--- config.mk ---
export PLATFORM = sky130hd
export DESIGN_NAME = fft_quad_ctrl
export DESIGN_NICKNAME = d
export VERILOG_FILES = /design/src/rtl/fft_quad_pkg.sv /design/src/rtl/fft_quad_frame_cnt.sv /design/src/rtl/fft_quad_ctrl.sv
export SDC_FILE = /design/constraint.sdc
export NUM_CORES = 1
export LEC_CHECK = 0
export ABC_AREA = 1
export CORE_ASPECT_RATIO = 0.5
export CORE_UTILIZATION = 48
export DETAILED_ROUTE_END_ITERATION = 8
export GPL_TIMING_DRIVEN = 0
export PLACE_DENSITY = 0.85
export SLEW_MARGIN = 0
export SYNTH_ARGS = -nofsm -noshare
export SYNTH_HDL_FRONTEND = slang
export SYNTH_SLANG_ARGS = --single-unit
--- constraint.sdc ---
create_clock -name clk -period 3.2 [get_ports clk]
set_clock_uncertainty 0.2 [all_clocks]
set_input_delay 0.64 -clock clk [delete_from_list [all_inputs] [get_ports clk]]
set_output_delay 0.64 -clock clk [all_outputs]
set_load 0.05 [all_outputs]
--- src/rtl/fft_quad_pkg.sv ---
// Shared types and defaults for the quad-lane FFT capture controller.
// Optional feature macro: FFT_QUAD_CTRL_TIMEOUT_EN (drain timeout).
package fft_quad_pkg;

    localparam int unsigned DEF_INPUT_WIDTH    = 14;
    localparam int unsigned DEF_FRAME_LEN_LOG2 = 14;
    localparam int unsigned DEF_NFRAME_W       = 16;
    localparam int unsigned DEF_SAMPLE_W       = 2 * DEF_INPUT_WIDTH;
    localparam int unsigned DRAIN_TMR_W        = 24;

    typedef enum logic [1:0] {
        ST_IDLE  = 2'd0,
        ST_RUN   = 2'd1,
        ST_DRAIN = 2'd2,
        ST_DONE  = 2'd3
    } state_e;

    // One sample is an I/Q pair packed side by side.
    function automatic int unsigned sample_w(input int unsigned input_width);
        return 2 * input_width;
    endfunction

endpackage

--- src/rtl/fft_quad_frame_cnt.sv ---
// Per-lane sample position counter, frame-last generation and
// saturating count of completed frames.
module fft_quad_frame_cnt
    import fft_quad_pkg::*;
#(
    parameter int unsigned FRAME_LEN_LOG2 = DEF_FRAME_LEN_LOG2,
    parameter int unsigned NFRAME_W       = DEF_NFRAME_W
) (
    input  logic                      clk,
    input  logic                      resetn,
    input  logic                      clear,
    input  logic                      beat,
    output logic [FRAME_LEN_LOG2-1:0] sample_cnt,
    output logic                      frame_last,
    output logic [NFRAME_W-1:0]       frames_in
);

    logic [FRAME_LEN_LOG2-1:0] sample_cnt_q, sample_cnt_d;
    logic [NFRAME_W-1:0]       frames_in_q, frames_in_d;

    // Advance the sample position on each accepted beat; the frame closes
    // when the last position is consumed, and the counter wraps to zero.
    always_comb begin
        frame_last   = beat && (sample_cnt_q == '1);
        sample_cnt_d = sample_cnt_q;
        frames_in_d  = frames_in_q;
        if (clear) begin
            sample_cnt_d = '0;
            frames_in_d  = '0;
        end else if (beat) begin
            sample_cnt_d = sample_cnt_q + {{(FRAME_LEN_LOG2-1){1'b0}}, 1'b1};
            if (frame_last && (frames_in_q != '1)) begin
                frames_in_d = frames_in_q + {{(NFRAME_W-1){1'b0}}, 1'b1};
            end
        end
    end

    // Counter registers with synchronous active-low reset.
    always_ff @(posedge clk) begin
        if (!resetn) begin
            sample_cnt_q <= '0;
            frames_in_q  <= '0;
        end else begin
            sample_cnt_q <= sample_cnt_d;
            frames_in_q  <= frames_in_d;
        end
    end

    assign sample_cnt = sample_cnt_q;
    assign frames_in  = frames_in_q;

endmodule

--- src/rtl/fft_quad_ctrl.sv ---
// Capture sequencer feeding four FFT lanes from a non-stallable ADC stream.
// Optional feature macro: FFT_QUAD_CTRL_TIMEOUT_EN adds a 24-bit drain
// timer and the sticky timeout output.
//
// The frame-closing beat is still on the output register for one cycle
// after it is accepted, so RUN holds for that cycle (drain_req) before
// DRAIN is entered; fft_valid therefore never overlaps DRAIN.
module fft_quad_ctrl
    import fft_quad_pkg::*;
#(
    parameter int unsigned INPUT_WIDTH    = DEF_INPUT_WIDTH,
    parameter int unsigned FRAME_LEN_LOG2 = DEF_FRAME_LEN_LOG2,
    parameter int unsigned NFRAME_W       = DEF_NFRAME_W
) (
    input  logic                     clk,
    input  logic                     resetn,
    input  logic [2*INPUT_WIDTH-1:0] s_data_0,
    input  logic [2*INPUT_WIDTH-1:0] s_data_1,
    input  logic [2*INPUT_WIDTH-1:0] s_data_2,
    input  logic [2*INPUT_WIDTH-1:0] s_data_3,
    input  logic                     s_valid,
    output logic [2*INPUT_WIDTH-1:0] fft_data_0,
    output logic [2*INPUT_WIDTH-1:0] fft_data_1,
    output logic [2*INPUT_WIDTH-1:0] fft_data_2,
    output logic [2*INPUT_WIDTH-1:0] fft_data_3,
    output logic                     fft_valid,
    output logic                     fft_last,
    input  logic                     fft_ready,
    input  logic                     res_valid,
    input  logic                     res_last,
    input  logic                     start,
    input  logic                     stop,
    input  logic [NFRAME_W-1:0]      num_frames,
    output logic                     busy,
    output logic                     done,
    output logic                     overflow,
`ifdef FFT_QUAD_CTRL_TIMEOUT_EN
    output logic                     timeout,
`endif
    output logic [NFRAME_W-1:0]      frames_in,
    output logic [NFRAME_W-1:0]      frames_out
);

    localparam int unsigned SW = sample_w(INPUT_WIDTH);

    state_e                    state_q, state_d;
    logic [NFRAME_W-1:0]       nf_q, nf_d;
    logic                      stop_pend_q, stop_pend_d;
    logic                      drain_req_q, drain_req_d;
    logic                      ovf_q, ovf_d;
    logic [NFRAME_W-1:0]       fout_q, fout_d;
    logic                      fv_q, fv_d;
    logic                      fl_q, fl_d;
    logic [3:0][SW-1:0]        data_q, data_d;

    logic [FRAME_LEN_LOG2-1:0] sample_cnt;
    logic                      frame_last;
    logic [NFRAME_W:0]         fin_inc;
    logic                      start_take, run_open, stop_now;
    logic                      accept, drop, count_hit, tmr_expire;

    assign start_take = (state_q == ST_IDLE) && start;
    assign run_open   = (state_q == ST_RUN) && !drain_req_q;
    // A stop at a frame boundary ends capture at once and takes no beat.
    assign stop_now   = run_open && stop && (sample_cnt == '0);
    assign accept     = run_open && !stop_now && s_valid && fft_ready;
    assign drop       = run_open && !stop_now && s_valid && !fft_ready;
    assign fin_inc    = {1'b0, frames_in} + {{NFRAME_W{1'b0}}, 1'b1};
    assign count_hit  = (nf_q != '0) && (fin_inc == {1'b0, nf_q});

    fft_quad_frame_cnt #(
        .FRAME_LEN_LOG2 (FRAME_LEN_LOG2),
        .NFRAME_W       (NFRAME_W)
    ) u_frame_cnt (
        .clk        (clk),
        .resetn     (resetn),
        .clear      (start_take),
        .beat       (accept),
        .sample_cnt (sample_cnt),
        .frame_last (frame_last),
        .frames_in  (frames_in)
    );

`ifdef FFT_QUAD_CTRL_TIMEOUT_EN
    logic [DRAIN_TMR_W-1:0] tmr_q, tmr_d;
    logic                   to_q, to_d;

    // Drain timer counts only while draining; expiry forces completion.
    always_comb begin
        tmr_d      = (state_q == ST_DRAIN) ? tmr_q + 24'd1 : '0;
        tmr_expire = (state_q == ST_DRAIN) && (tmr_q == '1) && (fout_q != frames_in);
        to_d       = start_take ? 1'b0 : (to_q | tmr_expire);
    end

    // Drain timer and sticky timeout flag.
    always_ff @(posedge clk) begin
        if (!resetn) begin
            tmr_q <= '0;
            to_q  <= 1'b0;
        end else begin
            tmr_q <= tmr_d;
            to_q  <= to_d;
        end
    end

    assign timeout = to_q;
`else
    assign tmr_expire = 1'b0;
`endif

    // Sequencing: start latches the request, frame closes or stop end RUN,
    // returned results end DRAIN.
    always_comb begin
        state_d     = state_q;
        nf_d        = nf_q;
        stop_pend_d = stop_pend_q;
        drain_req_d = drain_req_q;
        ovf_d       = ovf_q | drop;
        case (state_q)
            ST_IDLE: begin
                if (start) begin
                    state_d     = ST_RUN;
                    nf_d        = num_frames;
                    stop_pend_d = 1'b0;
                    drain_req_d = 1'b0;
                    ovf_d       = 1'b0;
                end
            end
            ST_RUN: begin
                if (drain_req_q) begin
                    state_d     = ST_DRAIN;
                    drain_req_d = 1'b0;
                end else if (stop_now) begin
                    state_d     = ST_DRAIN;
                    stop_pend_d = 1'b0;
                end else if (frame_last && (count_hit || stop_pend_q || stop)) begin
                    drain_req_d = 1'b1;
                    stop_pend_d = 1'b0;
                end else if (stop) begin
                    stop_pend_d = 1'b1;
                end
            end
            ST_DRAIN: begin
                if (fout_q == frames_in) begin
                    state_d = ST_DONE;
                end else if (tmr_expire) begin
                    state_d = ST_DONE;
                end
            end
            default: state_d = ST_IDLE;
        endcase
    end

    // Result-frame counter and the registered lane forward path.
    always_comb begin
        fout_d = fout_q;
        if (start_take) begin
            fout_d = '0;
        end else if (res_valid && res_last && (fout_q != '1)) begin
            fout_d = fout_q + {{(NFRAME_W-1){1'b0}}, 1'b1};
        end
        fv_d   = accept;
        fl_d   = frame_last;
        data_d = accept ? {s_data_3, s_data_2, s_data_1, s_data_0} : data_q;
    end

    // State and output registers with synchronous active-low reset.
    always_ff @(posedge clk) begin
        if (!resetn) begin
            state_q     <= ST_IDLE;
            nf_q        <= '0;
            stop_pend_q <= 1'b0;
            drain_req_q <= 1'b0;
            ovf_q       <= 1'b0;
            fout_q      <= '0;
            fv_q        <= 1'b0;
            fl_q        <= 1'b0;
            data_q      <= '0;
        end else begin
            state_q     <= state_d;
            nf_q        <= nf_d;
            stop_pend_q <= stop_pend_d;
            drain_req_q <= drain_req_d;
            ovf_q       <= ovf_d;
            fout_q      <= fout_d;
            fv_q        <= fv_d;
            fl_q        <= fl_d;
            data_q      <= data_d;
        end
    end

    assign fft_data_0 = data_q[0];
    assign fft_data_1 = data_q[1];
    assign fft_data_2 = data_q[2];
    assign fft_data_3 = data_q[3];
    assign fft_valid  = fv_q;
    assign fft_last   = fl_q;
    assign busy       = (state_q == ST_RUN) || (state_q == ST_DRAIN);
    assign done       = (state_q == ST_DONE);
    assign overflow   = ovf_q;
    assign frames_out = fout_q;

endmodule

After elaboration in Yosys (flattened, before gate mapping)
Index checks and enable logic that the tools add are counted.
Word-level totals
  register bits after elaboration: 181
  logic and storage cells: 80
  input port bits: 136
Operators by class
  reductions and logical operators: 30
  muxes and demuxes: 17
  add/subtract/negate cells: 4
  bitwise logic cells: 2
  equality and inequality tests: 13
Operators by type and width (number)
  adder 16 x 1 -> 16 bit, second input constant: 2
  inequality test 16 bit, second input constant: 2
  adder 16 x 1 -> 17 bit, second input constant: 1
  == test 17 x 16 -> 1 bit: 1
  == test 16 bit: 1
  nonzero test 16 bit: 1
  adder 14 x 1 -> 14 bit, second input constant: 1
  == test 14 bit, second input constant: 1
  logical AND 1 bit: 14
  logical NOT 14 bit: 1
  2-to-1 mux 1 bit: 10
  2-to-1 mux 2 bit: 4
  inequality test 2 bit, second input constant: 3
  one-hot mux 2 bit (3 select lines): 1
  AND reduction 2 bit: 3
  == test 2 bit, second input constant: 2
  inequality test 4 x 3 -> 1 bit, second input constant: 1
  one-hot mux 1 bit (2 select lines): 2
  AND reduction 4 bit: 1
  logical NOT 1 bit: 3
  logical OR 1 bit: 3
  inequality test 3 bit, second input constant: 1
  AND reduction 3 bit: 1
  == test 2 x 1 -> 1 bit, second input constant: 1
  other kinds (5): 5

Longest topological paths before layout
Gate-level depths: netlist of the first run.
  depth in word-level cells: 14
  gate-level depth with buffers: 17

Modules after synthesis
Synthesis of the first run repeated with hierarchy kept, for this count alone.
Second synthesis, totals
  cells, all modules: 1188
  area, all modules: 8879.8 um^2
Modules (own cells, without submodules)
  fft_quad_ctrl: area each 7166.9 um^2, cells each 934, sequential area each 3022.9 um^2, times used 1
  fft_quad_frame_cnt: area each 1712.9 um^2, cells each 254, sequential area each 600.6 um^2, times used 1

Worst setup path after synthesis of the first run
OpenSTA, ideal clock, no wires.
  kind: reg-to-reg
  start: register u_frame_cnt.frames_in_q[1] (netlist: u_frame_cnt.frames_in[1])
  end: register stop_pend_q
  required time: 2877 ps
  library setup time: 123 ps
  cell stages (with the launch flop): 17
  clock period less this slack: 2354 ps
  slack: 846 ps
  buffers on the path: 0
  arrival: 2031 ps
  cell sequence: dfxtp_1 -> ha_1 -> inv_1 -> nor2_1 -> nand2_1 -> inv_1 -> nand3_1 -> nand2_1 -> nand2_1 -> nand2_1 -> nand3_1 -> nor2_1 -> nand2_1 -> nand2_1 -> nand2_1 -> nand2_1 -> a21oi_1
On the way
  word-level cells in the longest chain between the ends: 10
  elaborated cells between the ends (all ways): 12
  classes of those cells: add/sub: 1; eq/ne: 2; mux: 4; reduce/logical: 5
Ends and longest elaborated chain
  start, declared: line fft_quad_frame_cnt.sv:19  | logic [NFRAME_W-1:0] frames_in_q, frames_in_d;
  start signal, assigned: line fft_quad_frame_cnt.sv:45  | frames_in_q <= frames_in_d;
  adder 16 x 1 -> 17 bit (*): line fft_quad_ctrl.sv:68  | assign fin_inc = {1'b0, frames_in} + {{NFRAME_W{1'b0}}, 1'b1};
  == test 17 x 16 -> 1 bit (*): line fft_quad_ctrl.sv:69  | assign count_hit = (nf_q != '0) && (fin_inc == {1'b0, nf_q});
  logical AND 1 bit (*): line fft_quad_ctrl.sv:69
  logical OR 1 bit (*) (2 in series): line fft_quad_ctrl.sv:136  | end else if (frame_last && (count_hit || stop_pend_q || stop)) begin
  logical AND 1 bit (*): line fft_quad_ctrl.sv:136
  2-to-1 mux 1 bit: line fft_quad_ctrl.sv:136
  2-to-1 mux 1 bit: line fft_quad_ctrl.sv:133  | end else if (stop_now) begin
  2-to-1 mux 1 bit: line fft_quad_ctrl.sv:130  | if (drain_req_q) begin
  one-hot mux 1 bit (2 select lines): line fft_quad_ctrl.sv:119  | case (state_q)
  end signal, assigned: line fft_quad_ctrl.sv:182  | stop_pend_q <= stop_pend_d;
  end, declared: line fft_quad_ctrl.sv:48  | logic stop_pend_q, stop_pend_d;
Every way passes the cells marked *; elsewhere a longest branch is shown, timed or not. The select of a mux whose other input is x is not followed.
A chain may end at the register's enable or synchronous reset.

Worst setup path in the final report of the first run
  start: register state_q[0]
  end: output busy
On the way
  word-level cells in the longest chain between the ends: 2
  elaborated cells between the ends (all ways): 3
  classes of those cells: eq/ne: 2; reduce/logical: 1
Ends and longest elaborated chain
  start, declared: line fft_quad_ctrl.sv:46  | state_e state_q, state_d;
  start signal, assigned: line fft_quad_ctrl.sv:180  | state_q <= state_d;
  == test 2 x 1 -> 1 bit / == test 2 bit (equally long branches): line fft_quad_ctrl.sv:198  | assign busy = (state_q == ST_RUN) || (state_q == ST_DRAIN);
  logical OR 1 bit (*): line fft_quad_ctrl.sv:198
  end, declared: line fft_quad_ctrl.sv:34  | output logic busy,
Every way passes the cells marked *; elsewhere a longest branch is shown, timed or not.

==> impl.org, run 1 <==
** Pwr
- In this run, the combinational gates consume 30.6% of the power.
- Internal power comes to 0.00438 W.
- Switching Fraction :: 36.1%
- In this run the power spent charging and discharging nets is approximately 0.0025 W.
- In this run the static leakage power is 4.57 nW.
- PwrDens :: 599 mW/mm^2
- Worst supply voltage drop on vdd :: 0.459 mV
- Share of power burned in the clock network :: a little under a third
- Part of the power in registers :: around two fifths

** Critical path
- The critical path goes through inv_1 > ha_1 > clkdlybuf4s50_1.
- Endpoint type of the worst setup path :: output pin
- Top cell family by delay on the critical path :: buffers and inverters
- The worst setup path is of the reg -> out kind.
- For the worst setup path, the data required time is 2360 ps.
- The largest single stage delay on the critical path is between 800 and 900 ps.
- The worst setup path is launched from a flop.
- Slowest cell on crit path :: sky130_fd_sc_hd__clkdlybuf4s50_1
- Data on the critical path arrives at its endpoint at 2050 ps.
- Along the worst path, the maximum fanout reaches 3.
- Buffering stage count on the worst path with inverters included :: 2

** Placed design
- Once placement finished, the instance area stood at 0.0109 sq mm.
- Half-perimeter wire length after detailed placement :: 19300 um
- Before CTS, the worst setup slack after placement is ~120 ps.
- Count of placed standard cells including taps :: 1578
- I/O Buffers :: roughly 280
- The congestion estimate from routability-driven global placement came to 0.906.

** GRT
- Initial antenna violation count :: 0
- The first global-routing pass estimated 40400 um of wire.
- Pin count of the biggest net entering global routing :: 17
- Number of global-route vias before repair :: 8209
- Leftover overflow at the end of global routing :: 0
- All-layer global routing usage :: 30.8%

** Yosys
- Netlist area before placement :: 0.00776 sq mm
- Distinct cells, synth :: 35
- Ranked by total cell area, the synthesized netlist is headed by sky130_fd_sc_hd__dfxtp_1 (47%), sky130_fd_sc_hd__nor2_1 (14%), sky130_fd_sc_hd__o21ai_0 (9.5%).
- Number of flops mapped to enable cells by yosys :: 0
- In the synthesized netlist the dominant register cell turns out to be sky130_fd_sc_hd__dfxtp_1.
- During synthesis, Yosys emitted a total of 0 warnings.
- Each instance of the synthesized netlist takes up on average approximately 7.1 sq um.
- Synthesis produced 1090 cells.
- When the netlist entered floorplanning its net count stood at 1235.
- Of all cell types, the one taking the most synthesized area is sky130_fd_sc_hd__dfxtp_1.
- Ranking of synthesized cells by instance count :: sky130_fd_sc_hd__nor2_1 (293), sky130_fd_sc_hd__dfxtp_1 (181), sky130_fd_sc_hd__o21ai_0 (148), sky130_fd_sc_hd__nand2_1 (139), sky130_fd_sc_hd__inv_1 (75)
- Share of the synthesized area in the top cell type :: 46.7%
- Flip-flop and latch count after synthesis :: about 180
- Leading cell type by number of instances after synthesis :: sky130_fd_sc_hd__nor2_1
- Of the synthesized area, sequential elements account for 46.7%.
- Async set-reset flop share out of synthesis :: 0%

** Route
- After the first detailed-routing iteration, the DRC count stood at 661.
- Number of iterations in the first detailed-routing pass :: 5
- Via count of the routed design :: 8448
- Detailed-route DRC error count :: 0
- Average detailed-routed wire length per instance :: approximately 16 um
- Routed wire length :: ~26000 um
- Once detail routing completed, the nets flagged for antenna violations numbered 0.
- Number of vias per cell after detailed routing :: 5.25

** Final layout
- At the end of the flow, the number of nets in the layout was around 1500.
- For this run, the number of standard cells in the final layout without fillers is between 1500 and 2000.
- Total non-filler cell area in the finished layout :: 0.0114 sq mm
- Growth of design area from synthesis to finish :: 47.3%
- The number of antenna diodes in the final layout is 0.
- Share of layout cells above drive strength 1 :: 4.63%

** Flow run
- The tool flagged a number of max-cap violations equal to 0.

** Hold path
- The path class of the tightest hold or removal check is reg -> reg.

** Timing
- The max-slew violation count was 0.
- Fin crit period :: 2890 ps
- Final cycle utilization of the critical path :: 90.2%
- Setup Total Neg Slack :: 0 ps
- Max frequency :: between 300 and 400 MHz
- The number of hold violations in the final report was 0.
- Finish-stage setup viols :: 0
- Measured against its own limit, the worst slew margin works out to 52.4%.
- Final critical-path setup slack :: roughly 310 ps
- Final worst hold slack :: 278 ps
- Setup repair after global routing left no endpoint under its margin.
- Transition time at the pin with the least slew margin :: 707 ps

** Die
- The floorplan step defined a die boundary enclosing between 0.015 and 0.02 sq mm.
- Starting density of the core :: 49.7%
- Row generation in the floorplan step produced 32 rows.
- The die is 182 um wide.
- Core outline area :: approximately 0.016 sq mm
- Top Ports :: 285
- Vertical die dimension :: approximately 92 um

** Clock network
- In this run the post-CTS setup repair buffer count came out at 0.
- Clock Sinks :: roughly 180
- Number of buffers created by CTS :: 17
- CTS tree :: built
- Clock-pin slew was measured on the worst setup and hold paths at 70 ps.
- Clock tree root buffer cell :: sky130_fd_sc_hd__clkbuf_16
- Count of hold buffers inserted by post-cts repair :: 0
- Number of levels the H-tree was split into :: 4
- Clock latency reported for the late side of the worst-skew pair :: approximately 440 ps
- Once the clock tree was built, the resizer swapped 0 gates to a different size.
- Buffers from clock root to sink, at most :: 2

** Outcome
- The flow ran to the end, and the final reports show no timing, DRC or antenna violations.
-- sequential cells by signal, summed over array words and instances (netlist names) --
signal,cells
frames_out,16
drain_req_q,1
fft_data_2,28
u_frame_cnt.sample_cnt,14
u_frame_cnt.frames_in,16
fft_last,1
fft_data_1,28
overflow,1
fft_data_3,28
fft_valid,1
stop_pend_q,1
fft_data_0,28
state_q,2
nf_q,16
-- placed cells by master, fill, tap and decap left out, types with 3 or more instances in the layout --
cell and count:
sky130_fd_sc_hd__clkdlybuf4s50_1 284, sky130_fd_sc_hd__nand2_1 139, sky130_fd_sc_hd__xor2_1 11, sky130_fd_sc_hd__a21oi_1 54, sky130_fd_sc_hd__clkbuf_1 33, sky130_fd_sc_hd__xnor2_1 10, sky130_fd_sc_hd__nand4_1 16, sky130_fd_sc_hd__inv_1 75
sky130_fd_sc_hd__nor4_1 5, sky130_fd_sc_hd__inv_6 4, sky130_fd_sc_hd__clkbuf_16 17, sky130_fd_sc_hd__nand3_1 54, sky130_fd_sc_hd__nor3_1 18, sky130_fd_sc_hd__buf_2 19, sky130_fd_sc_hd__o21ai_0 148, sky130_fd_sc_hd__dfxtp_1 181
sky130_fd_sc_hd__nand3_2 3, sky130_fd_sc_hd__nor2_1 293, sky130_fd_sc_hd__ha_1 9
-- worst paths after layout --
kind / start / endpoint / cells after the start / slack, ps
worst min-delay path: overflow$_SDFF_PN0_ / overflow$_SDFF_PN0_ / 1 / 280
worst min register to register: overflow$_SDFF_PN0_ / overflow$_SDFF_PN0_ / 1 / 280
worst max-delay path: state_q[0]$_SDFFE_PN0P_ / busy / 3 / 310
worst max register to register: state_q[0]$_SDFFE_PN0P_ / u_frame_cnt.sample_cnt[1]$_SDFFE_PP0P_ / 8 / 560
-- area by class of cell --
type | instances | area (sq um)
Buffer | 54 | 241
Clock buffer | 18 | 429
Clock inverter | 13 | 149
Inverter | 76 | 285
Multi-Input combinational cell | 779 | 3610
Tap cell | 204 | 255
Sequential cell | 181 | 3620
Timing Repair Buffer | 284 | 2840
Fill cell | 1199 | 4180
-- power groups by stage --
stage | registers, W | clock network, W | logic, W
floorplan | 0.00325 | 0 | 0.000714
detailed placement | 0.00269 | 0 | 0.00208
global placement | 0.00267 | 0 | 0.00204
finish | 0.00264 | 0.00212 | 0.00209
CTS | 0.00264 | 0.00213 | 0.00209
global route | 0.00267 | 0.00224 | 0.00224
-- kinds of logic after synthesis --
family / after synthesis / synth area share (%)
buffers and inverters: 130 / 6.78
flip-flops: 181 / 46.7
AND/OR/NAND/NOR: 540 / 28.8
AO/OA/AOI/OAI: 208 / 13.6
adder cells (fa/ha/maj): 9 / 1.45
XOR/XNOR: 22 / 2.66
-- through the flow --
step | util (%) | total power [W]
2_1_floorplan | - | 0.00397
3_3_place_gp | 69.6 | 0.00472
3_5_place_dp | 69.6 | 0.00476
4_1_cts | 73.3 | 0.00686
5_1_grt | 73.3 | 0.00714
6_report | 73.3 | 0.00685
-- per-layer routing --
layer / GRT usage (%) / up-vias / part of all wire (%)
met3: 8.94 / 71 / 6.5
met4: 12.3 / 0 / 3.4
met5: 0 / - / 0
met1: 34.1 / 3947 / 40
li1: - / 4122 / -
met2: 55.7 / 308 / 50
Power figures use the tool's default switching activity.
==> run 2, diff against run 1 <==
--- a/config.mk
+++ b/config.mk
@@ -7,10 +7,12 @@
 export LEC_CHECK = 0
 export ABC_AREA = 1
 export CORE_ASPECT_RATIO = 0.5
-export CORE_UTILIZATION = 48
+export CORE_MARGIN = 2
+export CORE_UTILIZATION = 45
 export DETAILED_ROUTE_END_ITERATION = 8
 export GPL_TIMING_DRIVEN = 0
-export PLACE_DENSITY = 0.85
+export PLACE_DENSITY = 0.81
+export SETUP_SLACK_MARGIN = 0.4
 export SLEW_MARGIN = 0
 export SYNTH_ARGS = -nofsm -noshare
 export SYNTH_HDL_FRONTEND = slang
==> run 2 against run 1 <==
Sequential power is essentially flat; routed wire length shrank 1.0%; register-to-register slack gained 40 ps; largest cell class unchanged; maximum frequency grew 8.8%; final cell count grew 1.7%; critical endpoint is now frames_in[13]; total power shrank 0.70%; core utilization shrank 4.2 points; sequential cell count is the same; combinational power is essentially flat; clock-buffer cell count grew 3; critical path depth shrank 2; non-clock buffer count grew 3.
==> impl.org, run 2 (same netlist as run 1, synthesis figures left out) <==
** Clock network
- Buffers from clock root to sink, at most :: 2
- Number of levels the H-tree was split into :: 4
- The clock net in this run drives a total of 181 sinks.
- Clock latency reported for the late side of the worst-skew pair :: 430 ps
- Clock-pin slew was measured on the worst setup and hold paths at 70 ps.
- Number of buffers created by CTS :: 17
- For this design, the CTS-stage hold fixing added 0 buffers.
- The root buffer cell chosen for the clock tree is sky130_fd_sc_hd__clkbuf_16.
- TritonCTS built the clock tree.

** Final layout
- Footprint of the multi-input gates :: 0.00362 sq mm
- Final-stage net count :: 1541
- The area growth from synthesis to layout is 48.1%.
- Share of layout cells above drive strength 1 :: 5.04%
- Across the whole layout, storage elements account for 0.00362 sq mm.
- Antenna fix cells :: 0
- Finished Layout Cells :: 1636
- Leaving out fill and tap cells, the most frequent cell in the layout is sky130_fd_sc_hd__nor2_1.
- Total non-filler cell area in the finished layout :: 0.0115 sq mm
- Leaving out fill and tap cells, the most frequent cells in the layout are sky130_fd_sc_hd__nor2_1 (291), sky130_fd_sc_hd__clkdlybuf4s50_1 (283), sky130_fd_sc_hd__dfxtp_1 (181).
- Fill cells :: about 1400

** GRT
- The number of antenna violations at the first check in global routing was 0.
- Wire length of the first global-routing pass :: 40800 um
- Leftover overflow at the end of global routing :: 0
- The via count of the first global-routing pass was 8056.
- Entering global routing, the biggest net connects 17 pins.
- Across every metal layer, demand over resource in global routing totals 27.5%.

** Route
- Dividing the detail-routed via count by the number of cells gives between 5 and 6.
- DRT iter0 DRCs :: 527
- For this run, design rule violations remaining after detail routing come to 0.
- The first detailed-routing pass ran for 5 iterations.
- For this block, the via count after detailed routing is 8429.
- The routed design has roughly 25000 um of wire.
- In the final routed layout, each cell accounts on average for 15.5 um.
- Antenna-violating nets left :: 0

** Placed design
- Post-placement cell area :: 0.0109 sq mm
- Including well taps, the total number of placed cells is ~1600.
- At the end of routability-driven placement, the weighted congestion stood at 0.879.
- Input and output buffers added on the ports amount to 284.
- After legalization and detailed placement, the total HPWL measured 19100 um.

** Hold path
- Worst Hold Class :: reg -> reg
- Worst min-delay path startpoint :: overflow$_SDFF_PN0_

** Die
- The floorplan step set the die height to 96.9 um.
- Top Ports :: 285
- The die covers around 0.018 sq mm.
- Row Count :: 33
- Die W :: 190 um
- Once the floorplan was initialized, standard cells occupied 46.7% of the core.
- The floorplan step defined a core boundary enclosing approximately 0.017 sq mm.

** Critical path
- Along the worst path, the maximum fanout reaches 7.
- Top cell family by delay on the critical path :: buffers and inverters
- In this run the worst setup path begins at u_frame_cnt.frames_in[13]$_SDFFE_PP0P_.
- For the worst setup path, the data arrival time is 1810 ps.
- The worst setup path is captured at an output pin.
- The worst setup path is of the reg -> out kind.
- The largest single stage delay on the critical path is about 900 ps.
- The slowest stage of the critical path is the sky130_fd_sc_hd__clkdlybuf4s50_1 cell.
- The worst register-to-register path begins at state_q[1]$_SDFFE_PN0P_.
- Crit path launch type :: flop
- Together, buffers and inverters on the worst path number 1.
- Crit path cell chain :: clkdlybuf4s50_1
- STA puts the critical path data required time at around 2400 ps.

** Timing
- Final count of pins violating max slew :: 0
- Fin crit period :: 2650 ps
- Max frequency :: 377 MHz
- Setup Total Neg Slack :: 0 ps
- The number of hold violations in the final report was 0.
- Final cycle utilization of the critical path :: between 80% and 90%
- Transition time at the pin with the least slew margin :: 657 ps
- Worst slew margin relative to its limit :: 56.2%
- Setup violations remaining at the end of the flow were counted as 0.
- Setup repair after global routing left no endpoint under its margin.

** Pwr
- Dividing total power by cell area gives a power density of 592 mW/mm^2.
- Worst supply voltage drop on vdd :: 0.433 mV
- The analysis attributes to cell leakage a power of 4.59 nW.
- Total Power :: 0.00681 W

** Flow run
- Number of maximum-capacitance constraint violations :: 0

** Outcome
- The run finished with clean final reports.
[run 2: per-stage QoR]
stage / util, % / setup slack (ps) / hold WS (ps)
finish: 69.1 / 546 / 268
global route: 69.1 / 408 / 302
CTS: 68.9 / 443 / 272
detailed placement: 65.4 / 5.41 / 255
global placement: 65.4 / 85.2 / 248
floorplan: - / 846 / 256
[run 2: path summary, 6_finish.rpt]
path / slack (ps) / end / cells after the start
max: 550 / frames_in[13] / 1
min: 270 / overflow$_SDFF_PN0_ / 1
max reg2reg: 600 / u_frame_cnt.frames_in[13]$_SDFFE_PP0P_ / 16
min reg2reg: 270 / overflow$_SDFF_PN0_ / 1
[run 2: layout make-up]
class | count | area share (%)
buffer | 54 | 2.13
clock buffer | 21 | 4.01
clock inverter | 11 | 1.00
inverter | 76 | 2.48
multi-input combinational | 779 | 31.5
sequential | 181 | 31.5
tap | 227 | 2.47
timing repair buffer | 287 | 24.9
[run 2: repair_timing]
item                       CTS  global route
pin swaps                    0             1
resized for setup            1             5
setup endpoints to repair    1            25
buffers inserted             0             3
[run 2: report_power, final]
group	switching, W	total (W)	internal (W)
Combinational	0.00137	0.00208	0.000707
Clock	0.000949	0.00208	0.00113
Sequential	0.000139	0.00264	0.00250
[run 2: layer usage]
metal  track usage [%]  part of all wire [%]  vias to the layer above
li1                  -                     -                     4139
met2              49.1                    50                      311
met5                 0                     0                        -
met4              8.53                   2.2                        0
met3              7.29                   7.5                       46
met1              32.4                    40                     3933
==> run 3, diff against run 2 <==
--- a/config.mk
+++ b/config.mk
@@ -8,10 +8,10 @@
 export ABC_AREA = 1
 export CORE_ASPECT_RATIO = 0.5
 export CORE_MARGIN = 2
-export CORE_UTILIZATION = 45
+export CORE_UTILIZATION = 40
 export DETAILED_ROUTE_END_ITERATION = 8
 export GPL_TIMING_DRIVEN = 0
-export PLACE_DENSITY = 0.81
+export PLACE_DENSITY = 0.76
 export SETUP_SLACK_MARGIN = 0.4
 export SLEW_MARGIN = 0
 export SYNTH_ARGS = -nofsm -noshare
==> constraint.sdc (replaced) <==
create_clock -name clk -period 2.19 [get_ports clk]
set_clock_uncertainty 0.2 [all_clocks]
set_input_delay 0.438 -clock clk [delete_from_list [all_inputs] [get_ports clk]]
set_output_delay 0.438 -clock clk [all_outputs]
set_load 0.05 [all_outputs]
==> run 3 against run 2 <==
The run now ends with setup timing left; sequential share of layout area down 3.8 points; sequential cell count unchanged; non-clock buffer count up 72; routed wire length up 24%; worst hold slack better by 15 ps.
==> impl.org, run 3 (same netlist as run 1, synthesis figures left out) <==
** Die
- Core outline area :: 0.0187 sq mm
- Die W :: 201 um
- Total Die Area :: ~0.021 sq mm
- Top Ports :: 285
- Once the floorplan was initialized, standard cells occupied 41.5% of the core.
- Row Count :: 35
- The die is about 100 um tall.

** Timing
- Setup repair after global routing missed its margin :: yes
- The number of hold violations in the final report came to 0.
- Fin crit period :: between 2000 and 2500 ps
- Max frequency :: 419 MHz
- The final critical path takes up 109% of the cycle.
- Once routing completed, OpenROAD measured the worst setup slack at -195 ps.
- At the pin with the least slew margin, the transition time is around 800 ps.
- Measured against its own limit, the worst slew margin works out to 47.0%.
- The max-slew violation count came to 0.
- Finish-stage setup viols :: about 140
- Setup Total Neg Slack :: -16370 ps

** GRT
- Entering global routing, the biggest net connects 17 pins.
- Global routing consumed, over all layers together, between 20% and 30% of the routing resources.
- Initial antenna violation count :: 0
- Global routing finished with a remaining overflow of 0.
- The via count of the first global-routing pass came to ~8600.
- Wire length of the first global-routing pass :: 43600 um

** Outcome
- Failing checks :: setup timing
- Status :: finished with violations

** Final layout
- Cells fill 71.5% of the core in the end.
- Share of layout cells above drive strength 1 :: 40.5%
- Leading cell types in the layout, fill and taps excluded :: sky130_fd_sc_hd__nor2_1 (258), sky130_fd_sc_hd__dfxtp_1 (147), sky130_fd_sc_hd__clkdlybuf4s50_1 (135)
- With fillers left out, the area of the finished cells amounts to 0.0134 sq mm.
- Fill cells :: 1401
- For this run, the post-layout net count is 1613.
- Leaving out fill and tap cells, the most frequent cell in the layout is sky130_fd_sc_hd__nor2_1.
- 0 antenna diodes ended up in the layout.
- Growth of design area from synthesis to finish :: 72.2%

** Route
- Routed wire length :: 31500 um
- The detailed router finished its first iteration with roughly 580 violations.
- After detailed routing, the average wire length per cell comes to 18.1 um.
- Antenna-violating nets left :: 0
- Number of vias per cell after detailed routing :: 5.25
- The first TritonRoute pass finished after 5 iterations.
- Detailed routing inserted a total of 9135 vias.
- In the routed design, unresolved DRC markers number 0.

** Critical path
- At the worst endpoint, the required time is 2300 ps.
- In this run the register-to-register setup slack is -190 ps.
- STA classifies the critical path startpoint as a flop.
- Along the worst path, the maximum fanout reaches 6.
- Endpoint type of the worst setup path :: flop
- Crit. Startpoint :: state_q[1]$_SDFFE_PN0P_
- The worst setup path is of the reg -> reg kind.
- Reg2Reg Launch Point :: state_q[1]$_SDFFE_PN0P_
- Data arrival time of the critical path :: 2500 ps
- For the worst flop-to-flop path, the logic depth is 16.
- Worst reg2reg path endpoint :: u_frame_cnt.sample_cnt[4]$_SDFFE_PP0P_

** Pwr
- For this design the total switching power over the nets is 0.00412 W.
- Across the VDD grid, the largest voltage drop is between 0.5 and 0.6 mV.
- PwrDens :: between 800 and 900 mW/mm^2
- Combinational logic burns 35.9% of the power.
- For this design the static power due to leakage is 5.80 nW.
- Share of power burned in the clock network :: roughly 28%
- Switching Fraction :: 37.8%
- Per report_power, the sequential group accounts for 36.0% of the total.
- Internal power component :: 0.00679 W

** Hold path
- In this run the most critical hold path is launched from overflow$_SDFF_PN0_.
- For hold timing, the worst endpoint is overflow$_SDFF_PN0_.
- Number of stages on the worst hold path :: 1
- The tightest min-delay check is of the reg -> reg type.

** Clock network
- TritonCTS built the clock tree.
- Clk slew on worst S/H paths :: roughly 80 ps
- Number of buffers created by CTS :: 17
- Clock latency reported for the late side of the worst-skew pair :: 440 ps
- The H-tree was split into 4 levels.
- Clock tree synthesis selected as its root buffer the cell sky130_fd_sc_hd__clkbuf_16.
- Count of hold buffers inserted by post-cts repair :: 0
- The clock drives ~180 sinks.
- The clock passes through at most 2 buffers.

** Placed design
- I/O Buffers :: 284
- Last weighted congestion value of the routability-driven placer :: 0.895
- Summing all placed instances gives a cell area of 0.0111 sq mm.
- Half-perimeter wire length after detailed placement :: 19900 um

** Flow run
- Across the run, the number of max-cap violations was 0.
-- run 3: worst max-delay path, cell delays in order (launching register included) --
cell,delay [ps]
sky130_fd_sc_hd__dfxtp_2,340
sky130_fd_sc_hd__inv_4,70
sky130_fd_sc_hd__ha_4,150
sky130_fd_sc_hd__inv_4,40
sky130_fd_sc_hd__nor2_4,110
sky130_fd_sc_hd__nand2_1,80
sky130_fd_sc_hd__nor2_2,150
sky130_fd_sc_hd__nand2_2,110
sky130_fd_sc_hd__nand3_4,80
sky130_fd_sc_hd__nor2_4,60
sky130_fd_sc_hd__buf_8,120
sky130_fd_sc_hd__buf_12,120
sky130_fd_sc_hd__buf_12,130
sky130_fd_sc_hd__buf_12,140
sky130_fd_sc_hd__buf_8,140
sky130_fd_sc_hd__a21oi_2,140
sky130_fd_sc_hd__nor3_2,60
-- run 3: per-stage QoR --
stage | hold slack (ps) | std cells | power (W) | worst slack (ps)
floorplan | 255 | 1090 | 0.00583 | 140
global placement | 258 | 1633 | 0.00695 | -573
detailed placement | 277 | 1633 | 0.00701 | -613
CTS | 292 | 1704 | 0.0103 | -37.0
global route | 290 | 1739 | 0.0113 | -266
finish | 283 | 1739 | 0.0109 | -195
-- run 3: cell type report --
cell class	count	area [sq um]	share of cell area, %
multi-input cells	779	4760	35.6
flip-flops and latches	181	3700	27.7
repair buffers	359	3090	23.1
plain buffers	54	598	4.47
clock buffers	19	453	3.39
well taps	259	324	2.42
inverters	76	320	2.40
clock inverters	12	120	0.899
-- run 3: power groups by stage --
| stage | clock network, W | logic [W] | registers (W) |
|---|---|---|---|
| after floorplan | 0 | 0.00108 | 0.00476 |
| after global placement | 0 | 0.00304 | 0.00391 |
| after detailed placement | 0 | 0.00309 | 0.00392 |
| after CTS | 0.00309 | 0.00331 | 0.00386 |
| after global routing | 0.00325 | 0.00413 | 0.00396 |
| final | 0.00307 | 0.00391 | 0.00392 |
-- run 3: timing repair --
action	in CTS	in global routing
endpoints found under the setup margin	328	298
cloned	5	10
setup buffers	35	25
hold endpoints to repair	0	0
resized for setup	593	589
pin swaps	23	65
-- run 3: per-layer routing --
metal,vias to the layer above,part of all wire (%),track usage [%]
li1,4313,-,-
met1,4354,38,31.3
met2,375,51,48.7
met3,93,6.7,5.50
met4,0,3.6,11.9
met5,-,0,0
-- run 3: worst max path at each step --
| stage | to | cells after the start |
|---|---|---|
| 2_1_floorplan | stop_pend_q$_SDFFE_PN0P_ | 17 |
| 3_3_place_gp | fft_data_2[14]$_SDFFE_PN0P_ | 13 |
| 3_5_place_dp | fft_data_2[19]$_SDFFE_PN0P_ | 13 |
| 4_1_cts | u_frame_cnt.sample_cnt[9]$_SDFFE_PP0P_ | 15 |
| 5_1_grt | fft_data_2[17]$_SDFFE_PN0P_ | 16 |
| 6_report | u_frame_cnt.sample_cnt[4]$_SDFFE_PP0P_ | 16 |
